**config.mk**
```make
export PLATFORM = sky130hd
export DESIGN_NAME = isa_io_cycle_engine
export DESIGN_NICKNAME = d
export VERILOG_FILES = /design/src/rtl/isa_bus_pkg.sv /design/src/rtl/isa_cycle_timer.sv /design/src/rtl/isa_io_cycle_engine.sv
export SDC_FILE = /design/constraint.sdc
export NUM_CORES = 1
export LEC_CHECK = 0
export CORE_ASPECT_RATIO = 1.2
export CORE_MARGIN = 2
export CORE_UTILIZATION = 49
export CTS_BUF_LIST = sky130_fd_sc_hd__clkbuf_4 sky130_fd_sc_hd__clkbuf_8 sky130_fd_sc_hd__clkbuf_16
export CTS_CLUSTER_SIZE = 28
export DETAILED_ROUTE_END_ITERATION = 8
export GPL_ROUTABILITY_DRIVEN = 1
export PLACE_DENSITY = 0.8
export SLEW_MARGIN = 15
export SYNTH_ARGS = -nofsm -noshare
export SYNTH_HDL_FRONTEND = slang
export SYNTH_SLANG_ARGS = --single-unit
```
**constraint.sdc**
```tcl
create_clock -name clk -period 2.21 [get_ports clk]
set_clock_uncertainty 0.05 [all_clocks]
set_input_delay 0.442 -clock clk [delete_from_list [all_inputs] [get_ports clk]]
set_output_delay 0.442 -clock clk [all_outputs]
set_load 0.05 [all_outputs]
```
**src/rtl/isa_bus_pkg.sv**
```systemverilog
// Shared types and constants for the ISA I/O cycle engine.
package isa_bus_pkg;

   typedef enum logic [2:0] {
      ST_IDLE     = 3'd0,
      ST_SETUP    = 3'd1,
      ST_STROBE   = 3'd2,
      ST_WAIT_RDY = 3'd3,
      ST_HOLD     = 3'd4,
      ST_RECOVER  = 3'd5
   } isa_state_e;

   localparam int DEF_ADDR_W          = 16;
   localparam int DEF_DATA_W          = 8;
   localparam int DEF_SETUP_CYCLES    = 1;
   localparam int DEF_STROBE_CYCLES   = 4;
   localparam int DEF_RECOVERY_CYCLES = 2;
   localparam int DEF_READY_TIMEOUT   = 64;

   // Phase timer width; comfortably covers any realistic bus timing.
   localparam int TIMER_W = 16;

   function automatic bit data_w_legal(input int w);
      return (w == 8) || (w == 16);
   endfunction

endpackage

```
**src/rtl/isa_cycle_timer.sv**
```systemverilog
// Loadable down-counter shared by the SETUP, STROBE and RECOVER phases.
// Loading N-1 makes done assert on the Nth cycle after the load edge.
module isa_cycle_timer
   import isa_bus_pkg::*;
#(
   parameter int W = TIMER_W
) (
   input  logic         clk,
   input  logic         reset,
   input  logic         load,
   input  logic [W-1:0] load_val,
   output logic         done
);

   logic [W-1:0] cnt;

   // Count down to zero and park there until the next load.
   always_ff @(posedge clk) begin
      if (reset) begin
         cnt <= '0;
      end else if (load) begin
         cnt <= load_val;
      end else if (cnt != '0) begin
         cnt <= cnt - 1'b1;
      end
   end

   assign done = (cnt == '0);

endmodule

```
**src/rtl/isa_io_cycle_engine.sv**
```systemverilog
// ISA I/O bus-cycle sequencer with programmable setup/strobe/recovery timing,
// IOCHRDY wait-state extension with timeout, and 8/16-bit data.
//
// state       | meaning
// ------------+----------------------------------------------------------
// IDLE        | req_ready high, waiting for a host request
// SETUP       | address (and write data) driven, strobes still high
// STROBE      | IOR#/IOW# low for the programmed minimum width
// WAIT_RDY    | strobe held low while the card pulls IOCHRDY low
// HOLD        | strobe released, bus still driven, response published
// RECOVER     | bus released, idle gap before the next accept
module isa_io_cycle_engine
   import isa_bus_pkg::*;
#(
   parameter int ADDR_W          = DEF_ADDR_W,
   parameter int DATA_W          = DEF_DATA_W,
   parameter int SETUP_CYCLES    = DEF_SETUP_CYCLES,
   parameter int STROBE_CYCLES   = DEF_STROBE_CYCLES,
   parameter int RECOVERY_CYCLES = DEF_RECOVERY_CYCLES,
   parameter int READY_TIMEOUT   = DEF_READY_TIMEOUT
) (
   input  logic              clk,
   input  logic              reset,
   input  logic              req_valid,
   output logic              req_ready,
   input  logic              req_write,
   input  logic [ADDR_W-1:0] req_addr,
   input  logic [DATA_W-1:0] req_wdata,
   output logic              rsp_valid,
   output logic [DATA_W-1:0] rsp_rdata,
   output logic              rsp_timeout,
   output logic [ADDR_W-1:0] isa_addr,
   output logic              isa_addr_oe,
   output logic [DATA_W-1:0] isa_data_out,
   output logic              isa_data_oe,
   input  logic [DATA_W-1:0] isa_data_in,
   output logic              isa_ior_n,
   output logic              isa_iow_n,
   input  logic              isa_iochrdy,
   output logic [2:0]        state_debug
);

   if (!data_w_legal(DATA_W)) begin : g_bad_data_w
      $error("isa_io_cycle_engine: DATA_W must be 8 or 16");
   end

   localparam int WAIT_W = $clog2(READY_TIMEOUT) + 1;
   localparam logic [WAIT_W-1:0]  WAIT_LAST    = WAIT_W'(READY_TIMEOUT - 1);
   localparam logic [TIMER_W-1:0] SETUP_LOAD   = TIMER_W'(SETUP_CYCLES - 1);
   localparam logic [TIMER_W-1:0] STROBE_LOAD  = TIMER_W'(STROBE_CYCLES - 1);
   localparam logic [TIMER_W-1:0] RECOVER_LOAD = TIMER_W'(RECOVERY_CYCLES - 1);

   isa_state_e          state;
   logic                write_q;
   logic                tmo_q;
   logic [DATA_W-1:0]   data_cap;
   logic [WAIT_W-1:0]   wait_cnt;
   logic                tmr_load;
   logic [TIMER_W-1:0]  tmr_val;
   logic                tmr_done;

   isa_cycle_timer #(.W(TIMER_W)) u_timer (
      .clk      (clk),
      .reset    (reset),
      .load     (tmr_load),
      .load_val (tmr_val),
      .done     (tmr_done)
   );

   // Timer reload on entry to each timed phase.
   always_comb begin
      tmr_load = 1'b0;
      tmr_val  = '0;
      case (state)
         ST_IDLE:  if (req_valid) begin tmr_load = 1'b1; tmr_val = SETUP_LOAD; end
         ST_SETUP: if (tmr_done)  begin tmr_load = 1'b1; tmr_val = STROBE_LOAD; end
         ST_HOLD:  begin tmr_load = 1'b1; tmr_val = RECOVER_LOAD; end
         default:  ;
      endcase
   end

   // Bus-cycle sequencer; every pad and response output is a register here.
   always_ff @(posedge clk) begin
      if (reset) begin
         state        <= ST_IDLE;
         req_ready    <= 1'b1;
         rsp_valid    <= 1'b0;
         rsp_rdata    <= '0;
         rsp_timeout  <= 1'b0;
         isa_addr     <= '0;
         isa_addr_oe  <= 1'b0;
         isa_data_out <= '0;
         isa_data_oe  <= 1'b0;
         isa_ior_n    <= 1'b1;
         isa_iow_n    <= 1'b1;
         write_q      <= 1'b0;
         tmo_q        <= 1'b0;
         data_cap     <= '0;
         wait_cnt     <= '0;
      end else begin
         rsp_valid <= 1'b0;
         case (state)
            ST_IDLE: begin
               if (req_valid) begin
                  isa_addr     <= req_addr;
                  isa_data_out <= req_wdata;
                  write_q      <= req_write;
                  isa_addr_oe  <= 1'b1;
                  isa_data_oe  <= req_write;
                  req_ready    <= 1'b0;
                  tmo_q        <= 1'b0;
                  rsp_timeout  <= 1'b0;
                  state        <= ST_SETUP;
               end
            end
            ST_SETUP: begin
               if (tmr_done) begin
                  isa_ior_n <= write_q;
                  isa_iow_n <= ~write_q;
                  state     <= ST_STROBE;
               end
            end
            ST_STROBE: begin
               if (tmr_done) begin
                  if (isa_iochrdy) begin
                     isa_ior_n <= 1'b1;
                     isa_iow_n <= 1'b1;
                     if (!write_q) data_cap <= isa_data_in;
                     state <= ST_HOLD;
                  end else begin
                     wait_cnt <= '0;
                     state    <= ST_WAIT_RDY;
                  end
               end
            end
            ST_WAIT_RDY: begin
               if (isa_iochrdy) begin
                  isa_ior_n <= 1'b1;
                  isa_iow_n <= 1'b1;
                  if (!write_q) data_cap <= isa_data_in;
                  state <= ST_HOLD;
               end else if (wait_cnt == WAIT_LAST) begin
                  // Card never released the channel: finish the cycle with a flag.
                  isa_ior_n <= 1'b1;
                  isa_iow_n <= 1'b1;
                  tmo_q     <= 1'b1;
                  if (!write_q) data_cap <= '1;
                  state <= ST_HOLD;
               end else begin
                  wait_cnt <= wait_cnt + 1'b1;
               end
            end
            ST_HOLD: begin
               rsp_valid   <= 1'b1;
               rsp_timeout <= tmo_q;
               if (!write_q) rsp_rdata <= data_cap;
               isa_addr_oe <= 1'b0;
               isa_data_oe <= 1'b0;
               state       <= ST_RECOVER;
            end
            ST_RECOVER: begin
               if (tmr_done) begin
                  req_ready <= 1'b1;
                  state     <= ST_IDLE;
               end
            end
            default: begin
               isa_ior_n <= 1'b1;
               isa_iow_n <= 1'b1;
               req_ready <= 1'b1;
               state     <= ST_IDLE;
            end
         endcase
      end
   end

   assign state_debug = state;

endmodule
```
Word level (Yosys, flattened, before mapping) --
Index checks and enable logic that the tools add are counted.
Operators by class: divide/modulo/power cells 0, magnitude comparators 0, equal/unequal tests 17, $mul 0, add/subtract/negate cells 2, reductions and logical operators 18, bitwise operators 3, multiplexer cells 46, shift operators 0
Operators by type and width (number):
- 8-bit two-way mux | 6
- 16-bit two-way mux | 2
- 7-bit two-way mux | 4
- 3-bit two-way mux | 7
- 5-bit AND reduction | 4
- 2-bit != test (second input constant) | 9
- 3-bit case mux with 6 select lines | 1
- 16-bit zero test | 1
- 8-bit case mux with 2 select lines | 1
- 16-bit nonzero test | 1
- 16-bit by 1-bit subtractor with 16-bit output (second input constant) | 1
- 1-bit two-way mux | 14
- 7-bit case mux with 2 select lines | 1
- 1-bit case mux with 2 select lines | 4
- 1-bit case mux with 4 select lines | 2
- 2-bit nonzero test | 4
- 7-bit by 1-bit adder with 7-bit output (second input constant) | 1
- 7-bit by 6-bit equality test with 1-bit output (second input constant) | 1
- 3-bit by 2-bit equality test with 1-bit output (second input constant) | 2
- 3-bit equality test (second input constant) | 2
- 3-bit != test (second input constant) | 2
- 1-bit case mux with 3 select lines | 2
- 2-bit AND reduction | 3
- 2-bit case mux with 2 select lines | 1
- other kinds (8) | 10
Storage, ports and cells: RAM bits 0, flip-flop bits (word level) 75, memory bits (read-only) 0, word-level logic and storage cells 102, memories 0, output and inout bits 42, bits in latches 0

Longest topological paths before layout --
Gate-level depths: netlist of the first run.
depth in word-level cells 4, depth in mapped cells 9, mapped depth without buffers 7

By module --
From an unflattened synthesis of the first run, not the netlist that was laid out.
Second synthesis, totals: cells, all modules 403, area, all modules 3350.7 sq um
By module, submodules not included:
- isa_io_cycle_engine | cells each 287, sequential area each 1181.1 sq um, instances 1, area each 2386.0 sq um
- isa_cycle_timer | cells each 116, sequential area each 320.3 sq um, instances 1, area each 964.7 sq um

Worst setup path after synthesis of the first run --
OpenSTA, ideal clock, no wires.
path kind register to register, start point register state[0] (netlist: state_debug[0]), end point register isa_addr[13], stages on the path, launching flop included 8, clock period less this slack 2004 ps, path slack 206 ps, setup time 70 ps, buffers on the path 3, data required time 2090 ps, arrival 1883 ps, cell sequence dfxtp_1 > buf_2 > nor2_1 > nand3b_1 > clkbuf_1 > clkbuf_1 > nand2_1 > a21oi_1
On the way: longest elaborated chain between the ends 2
RTL lines:
- start: declaration | RTL line isa_io_cycle_engine.sv:53 | isa_state_e state;
- start signal: assignment | RTL line isa_io_cycle_engine.sv:85 | state <= ST_IDLE;
- start signal: assignment | RTL line isa_io_cycle_engine.sv:113 | state <= ST_SETUP;
- start signal: assignment | RTL line isa_io_cycle_engine.sv:120 | state <= ST_STROBE;
- 3-bit zero test | RTL line isa_io_cycle_engine.sv:102 | case (state)
- 2-bit AND reduction (no source line)
- end signal: assignment | RTL line isa_io_cycle_engine.sv:105 | isa_addr <= req_addr;
- end: declaration | RTL line isa_io_cycle_engine.sv:32 | output logic [ADDR_W-1:0] isa_addr,
No other way between the ends. A chain may end at the register's enable or synchronous reset.

Worst setup path after layout of the first run --
start point register isa_ior_n, end point output port isa_ior_n
RTL lines:
- start: declaration | RTL line isa_io_cycle_engine.sv:37 | output logic isa_ior_n,
- start signal: assignment | RTL line isa_io_cycle_engine.sv:118 | isa_ior_n <= write_q;
No word-level cell between the ends.

==> results of run 1 <==
==> flip-flops by register name, indices dropped and copies added, names as in the netlist <==
name	cells
isa_addr	16
u_timer.cnt	16
data_cap	8
isa_data_out	8
rsp_rdata	8
wait_cnt	7
state_debug	3
isa_addr_oe	1
isa_data_oe	1
isa_ior_n	1
isa_iow_n	1
req_ready	1
rsp_timeout	1
rsp_valid	1
tmo_q	1
write_q	1
==> cells in the final DEF (no fill, tap or decap), types with 3 or more instances in the layout <==
cell type         n
o221a_2           8
dfxtp_1          75
nor2_1           36
nor3_1           10
a21oi_1          51
nor4_4            3
clkbuf_8          9
nand3b_1          3
and3_1            3
xor2_1            6
nand4_1           5
or2_2             3
clkdlybuf4s50_1  75
nand2_1          80
inv_1             5
nor3b_1           3
o21ai_0           4
xnor2_1           7
nor2b_1           3
or4_1             4
buf_4            18
inv_6             3
nand3_1           5
o41ai_1           3
==> power groups by stage <==
stage / sequential, mW / clock (mW) / combinational [mW]
after floorplan: 2.21 / 0 / 1.43
after global placement: 1.80 / 0 / 2.49
after detailed placement: 1.82 / 0 / 2.53
after CTS: 1.78 / 0.987 / 2.55
after global routing: 1.83 / 1.05 / 2.78
final: 1.79 / 0.964 / 2.55
==> cells by family after synthesis <==
logic type                 share of synthesized area, %
buffers and inverters                              3.65
and+or+nand+nor                                    26.0
muxes                                             0.627
xor gates and xnor gates                           3.57
adders and majority gates                         0.784
DFF                                                47.1
AOI/OAI and AO/OA                                  18.3
==> worst max path at each step <==
stage / to / slack, ps
floorplan: isa_addr[13] / 210
global placement: wait_cnt[4] / 230
detailed placement: wait_cnt[3] / 100
CTS: isa_ior_n / 170
global route: wait_cnt[4] / 50
finish: isa_ior_n / 190
==> through the flow <==
stage | setup WS, ps | cell area [µm²] | instances
finish | 189 | 4300 | 548
global route | 48.5 | 4300 | 548
CTS | 171 | 4300 | 548
detailed placement | 102 | 4110 | 532
global placement | 225 | 4110 | 532
floorplan | 206 | 3190 | 375
==> per-layer routing <==
| layer | share of wire (%) | track usage (%) |
|---|---|---|
| met1 | 43 | 24.0 |
| met2 | 52 | 38.1 |
| met3 | 3.8 | 4.00 |
| met4 | 1.3 | 9.82 |
| met5 | 0 | 0 |
==> synthesized netlist by cell type, types with 2 or more instances <==
cell | number | share of area [%]
buf_2 | 5 | 0.78
nand2b_1 | 2 | 0.39
dfxtp_1 | 75 | 47
nand4_1 | 5 | 0.98
nor3b_1 | 3 | 0.71
a21o_1 | 2 | 0.47
or2_2 | 3 | 0.59
o32ai_1 | 2 | 0.55
o211a_1 | 2 | 0.63
o221a_2 | 8 | 2.8
nor4_4 | 2 | 1.3
a31oi_1 | 2 | 0.39
xor2_1 | 6 | 1.6
or4_1 | 4 | 0.94
o41ai_1 | 3 | 0.82
nor3_1 | 10 | 1.6
a21oi_1 | 51 | 8.0
nor4_1 | 2 | 0.39
nand2_1 | 80 | 9.4
inv_1 | 5 | 0.59
nor2_1 | 37 | 4.4
nor2b_1 | 3 | 0.59
xnor2_1 | 7 | 1.9
buf_4 | 2 | 0.47
and2_1 | 2 | 0.39
nand2_2 | 2 | 0.39
nand3_1 | 5 | 0.78
clkbuf_1 | 14 | 1.6
mux2i_1 | 2 | 0.63
o21ai_0 | 4 | 0.63
nand3b_1 | 3 | 0.71
ha_1 | 2 | 0.78
and3_1 | 3 | 0.59
==> area by class of cell <==
class | count | area [µm²]
clock buffer | 9 | 124
clock inverter | 7 | 58.8
fill | 506 | 2070
inverter | 5 | 18.8
multi-input combinational | 273 | 1590
sequential | 75 | 1500
tap | 85 | 106
timing repair buffer | 94 | 906
==> results.cfg, run 1 <==
[clock_network]
clk-insertion-delay-late_ps = 340
post-cts-setup-buffers = 0
post_cts_resized = 0
root_buffer = clkbuf_8
htree_levels = 3
cts_hold_buffers = 0
clock-sinks = 75
cts_buffers = 9
tritoncts = built
clk_pin_slew_ps = 80
clk_path_buf_depth = 2

[sta]
slew_headroom_pct = 62.8
worst_pin_slew_ps = 551
rsz0062_at_grt = no
hold_viol = 0
hold_ws_ps = 402
drv_slew = 0
max_freq_ghz = 0.495
fin_crit_ps = 2020
setup_violations = 0
setup_tns_ps = 0
finalCritPeriodShare_pct = 91.4

[logic_synthesis]
syn-mean-instance-area_um2 = 8.51
synth_seq_cells = 75
synth_fp_nets = 414
synthFlopType = dfxtp_1
synthCells = 375
ys_seq_area_share_pct = 47.1
syn_area_um2 = 3190
synth_warnings = 0
synth_edf_count = 0
synth.distinct_cells = 50
synthArstFlopShare_pct = 0

[place]
hpwl_um = 5440
place.gp.congestion = 0.873
port_buffers = 78

[power]
p_sw_mw = 2.33
swShare_pct = 44.0
pwr-share-comb_pct = 48.1
p_int_mw = 2.97
power_density_nw_per_um2 = 1230
seq_power_share_pct = 33.7
p_leak_nw = 1.60
vdd_drop_max_mv = 0.977
p_total_mw = 5.30
pwr-share-clk_pct = 18.2

[layout]
fin_nets = 497
layout-drive-gt1-share_pct = 13.0
antenna_cells = 0
syn_to_final_growth_pct = 34.8
finalCoreUtilization_pct = 67.6

[drt]
drt-initial-drc-count = 151
wl_per_cell_um = 13.6
viasPerCell = 5.34
drc = 0
vias = 2925
antenna_left = 0
finalWirelength_um = 7470
drt_pass1_iterations = 6

[global_route]
grt.overflow.total = 0
grt_pass1_wl_um = 12400
antenna_found_initial = 0
grt_max_degree = 39
grt_pass1_vias = 2735
grt.total_usage_pct = 21.2

[worst_setup_path]
cp_data_arrival_time_ps = 1530
crit_path_max_incr_delay_ps = 820
reg2reg_to = wait_cnt[4]
cp_max_fo = 3
path_buf_inv = 1
required_ps = 1720
critPathLaunchType = flop
crit_type = flop to output port
cp.depth = 1
critPathTopFamily = buffers and inverters
rr_startpoint = u_timer.cnt[0]
crit_slowest_cell = clkdlybuf4s50_1
reg2reg_slack_ps = 200
startpoint = isa_ior_n
worstPathCellList = clkdlybuf4s50_1
crit_path_end_kind = output port
rr_worst_depth = 7

[die]
die_w_um = 77.7
ios = 79
core.rowCount = 32
dieArea_um2 = 7180
start_util_pct = 50.1
fp.dieH_um = 92.4
core_area_um2 = 6370

[worst_hold_path]
hp-class = flop to flop
hold_depth = 2
hp-start = data_cap[1]
worstHoldEndpoint = rsp_rdata[1]

[flow_run]
drv_cap = 0

[run_status]
run_status = complete, no violations
Note: power is estimated with default switching activity, not from simulation.
==> run 2, diff against run 1 <==
==> constraint.sdc (replaced) <==
create_clock -name clk -period 2.1 [get_ports clk]
set_clock_uncertainty 0.05 [all_clocks]
set_input_delay 0.42 -clock clk [delete_from_list [all_inputs] [get_ports clk]]
set_output_delay 0.42 -clock clk [all_outputs]
set_load 0.05 [all_outputs]
==> run 2 against run 1 <==
  * Worst hold slack gained 3.0 ps
  * Non-clock buffer count up 6
  * Setup slack lost 95 ps
==> results.cfg, run 2 (synthesized netlist as in run 1, its figures left out) <==
[run_status]
run_status = complete, no violations

[global_route]
antenna_found_initial = 0
grt_max_degree = 32
grt_pass1_vias = 2749
grt_pass1_wl_um = 12500
grt.overflow.total = 0
grt.total_usage_pct = 21.7

[layout]
multi_input_area_um2 = 1590
top_regs = isa_addr x16, u_timer.cnt x16
fin_nets = 503
n_fill_cell = 515
antenna_cells = 0
layout_common_cells = nand2_1 (80), dfxtp_1 (75), clkdlybuf4s50_1 (75)
postLayoutCellArea_um2 = 4360
seqCellArea_um2 = 1500
layout-drive-gt1-share_pct = 14.3
syn_to_final_growth_pct = 36.8
mostFrequentLayoutCell = nand2_1

[clock_network]
clock-sinks = 75
root_buffer = clkbuf_8
clk_path_buf_depth = 2
post-cts-setup-buffers = 0
tritoncts = built
clk_pin_slew_ps = 80
cts_hold_buffers = 0
cts_buffers = 9
htree_levels = 3
clk-insertion-delay-late_ps = 350

[drt]
vias = 2920
antenna_left = 0
drt-initial-drc-count = 195
drt_pass1_iterations = 5
wl_per_cell_um = 13.8
drc = 0
viasPerCell = 5.27
finalWirelength_um = 7660

[sta]
setup_violations = 0
fin_crit_ps = 2010
setup_tns_ps = 0
finalCritPeriodShare_pct = 95.5
slew_headroom_pct = 63.8
drv_slew = 0
max_freq_ghz = 0.499
hold_viol = 0
worst_pin_slew_ps = 542
rsz0062_at_grt = no

[worst_setup_path]
critPathLaunchType = flop
worstPathCellList = clkdlybuf4s50_1
crit_path_max_incr_delay_ps = 830
required_ps = 1630
critPathCapture = isa_ior_n
crit_slowest_cell = clkdlybuf4s50_1
reg2reg_slack_ps = 170
path_buf_inv = 1
cp_data_arrival_time_ps = 1540
startpoint = isa_ior_n
critPathTopFamily = buffers and inverters
rr_startpoint = u_timer.cnt[0]
crit_path_end_kind = output port
crit_type = flop to output port
rr_worst_depth = 9
cp.depth = 1
cp_max_fo = 3
reg2reg_to = isa_iow_n

[power]
vdd_drop_max_mv = 0.944
p_leak_nw = 1.64
power_density_nw_per_um2 = 1330
p_total_mw = 5.80

[place]
port_buffers = 78
hpwl_um = 5430
place.gp.congestion = 0.836
placed_cell_area_um2 = 4160

[die]
die_w_um = 77.7
core_area_um2 = 6370
ios = 79
fp.dieH_um = 92.4
dieArea_um2 = 7180
start_util_pct = 50.1
core.rowCount = 32

[flow_run]
drv_cap = 0

[worst_hold_path]
hp-class = flop to flop
run 2: cell count changes in the layout (fill, tap and decap cells not counted), moves of 2 or more:
cell,delta
buf_4,+6
clkinv_2,+2
clkinv_4,-2
inv_6,-2
run 2: power by group:
group	internal (mW)	total [mW]	switching [mW]
combinational	1.13	2.81	1.69
clock	0.562	1.10	0.538
sequential	1.66	1.89	0.227
total	3.35	5.80	2.45
run 2: timing repair:
action,4_1_cts,5_1_grt
resized for setup,0,3
endpoints found under the hold margin,0,0
setup endpoints to repair,0,24
run 2: stage by stage:
| stage | hold slack (ps) | utilization [%] | instances | setup WS (ps) |
|---|---|---|---|---|
| global placement | 392 | 65.3 | 538 | 122 |
| floorplan | 382 | - | 375 | 96.2 |
| CTS | 409 | 68.4 | 554 | 65.0 |
| global route | 424 | 68.6 | 554 | 44.5 |
| detailed placement | 397 | 65.3 | 538 | 72.1 |
| finish | 405 | 68.6 | 554 | 94.0 |
run 2: worst min path at each step:
stage / slack [ps] / depth (start not counted) / from / to
after global routing: 420 / 2 / data_cap[7] / rsp_rdata[7]
after detailed placement: 400 / 2 / rsp_rdata[2] / rsp_rdata[2]
after global placement: 390 / 2 / isa_addr[9] / isa_addr[9]
final: 400 / 2 / isa_data_out[1] / isa_data_out[1]
after floorplan: 380 / 2 / data_cap[0] / rsp_rdata[0]
after CTS: 410 / 2 / rsp_rdata[2] / rsp_rdata[2]
run 2: final cells by class:
type                       instances  area share, %
clock buffer                      10           3.01
timing repair buffer             100           21.8
inverter                           5          0.430
multi-input combinational        273           36.5
clock inverter                     6           1.46
tap                               85           2.44
sequential                        75           34.4
run 2: layer usage:
layer,GRT usage (%),vias to the layer above,part of all wire (%),wire (µm)
met1,25.0,1348,43,3320
met2,37.9,68,51,3910
met5,0,-,0,0
met3,3.80,19,3.3,254
met4,11.9,0,2.4,181
li1,-,1485,-,-
==> run 3, diff against run 2 <==
--- a/config.mk
+++ b/config.mk
@@ -17,3 +17,4 @@
 export SYNTH_ARGS = -nofsm -noshare
 export SYNTH_HDL_FRONTEND = slang
 export SYNTH_SLANG_ARGS = --single-unit
+export TNS_END_PERCENT = 50
==> results of run 3 <==
The final DEF is identical to that of run 2; final timing and power are the same.
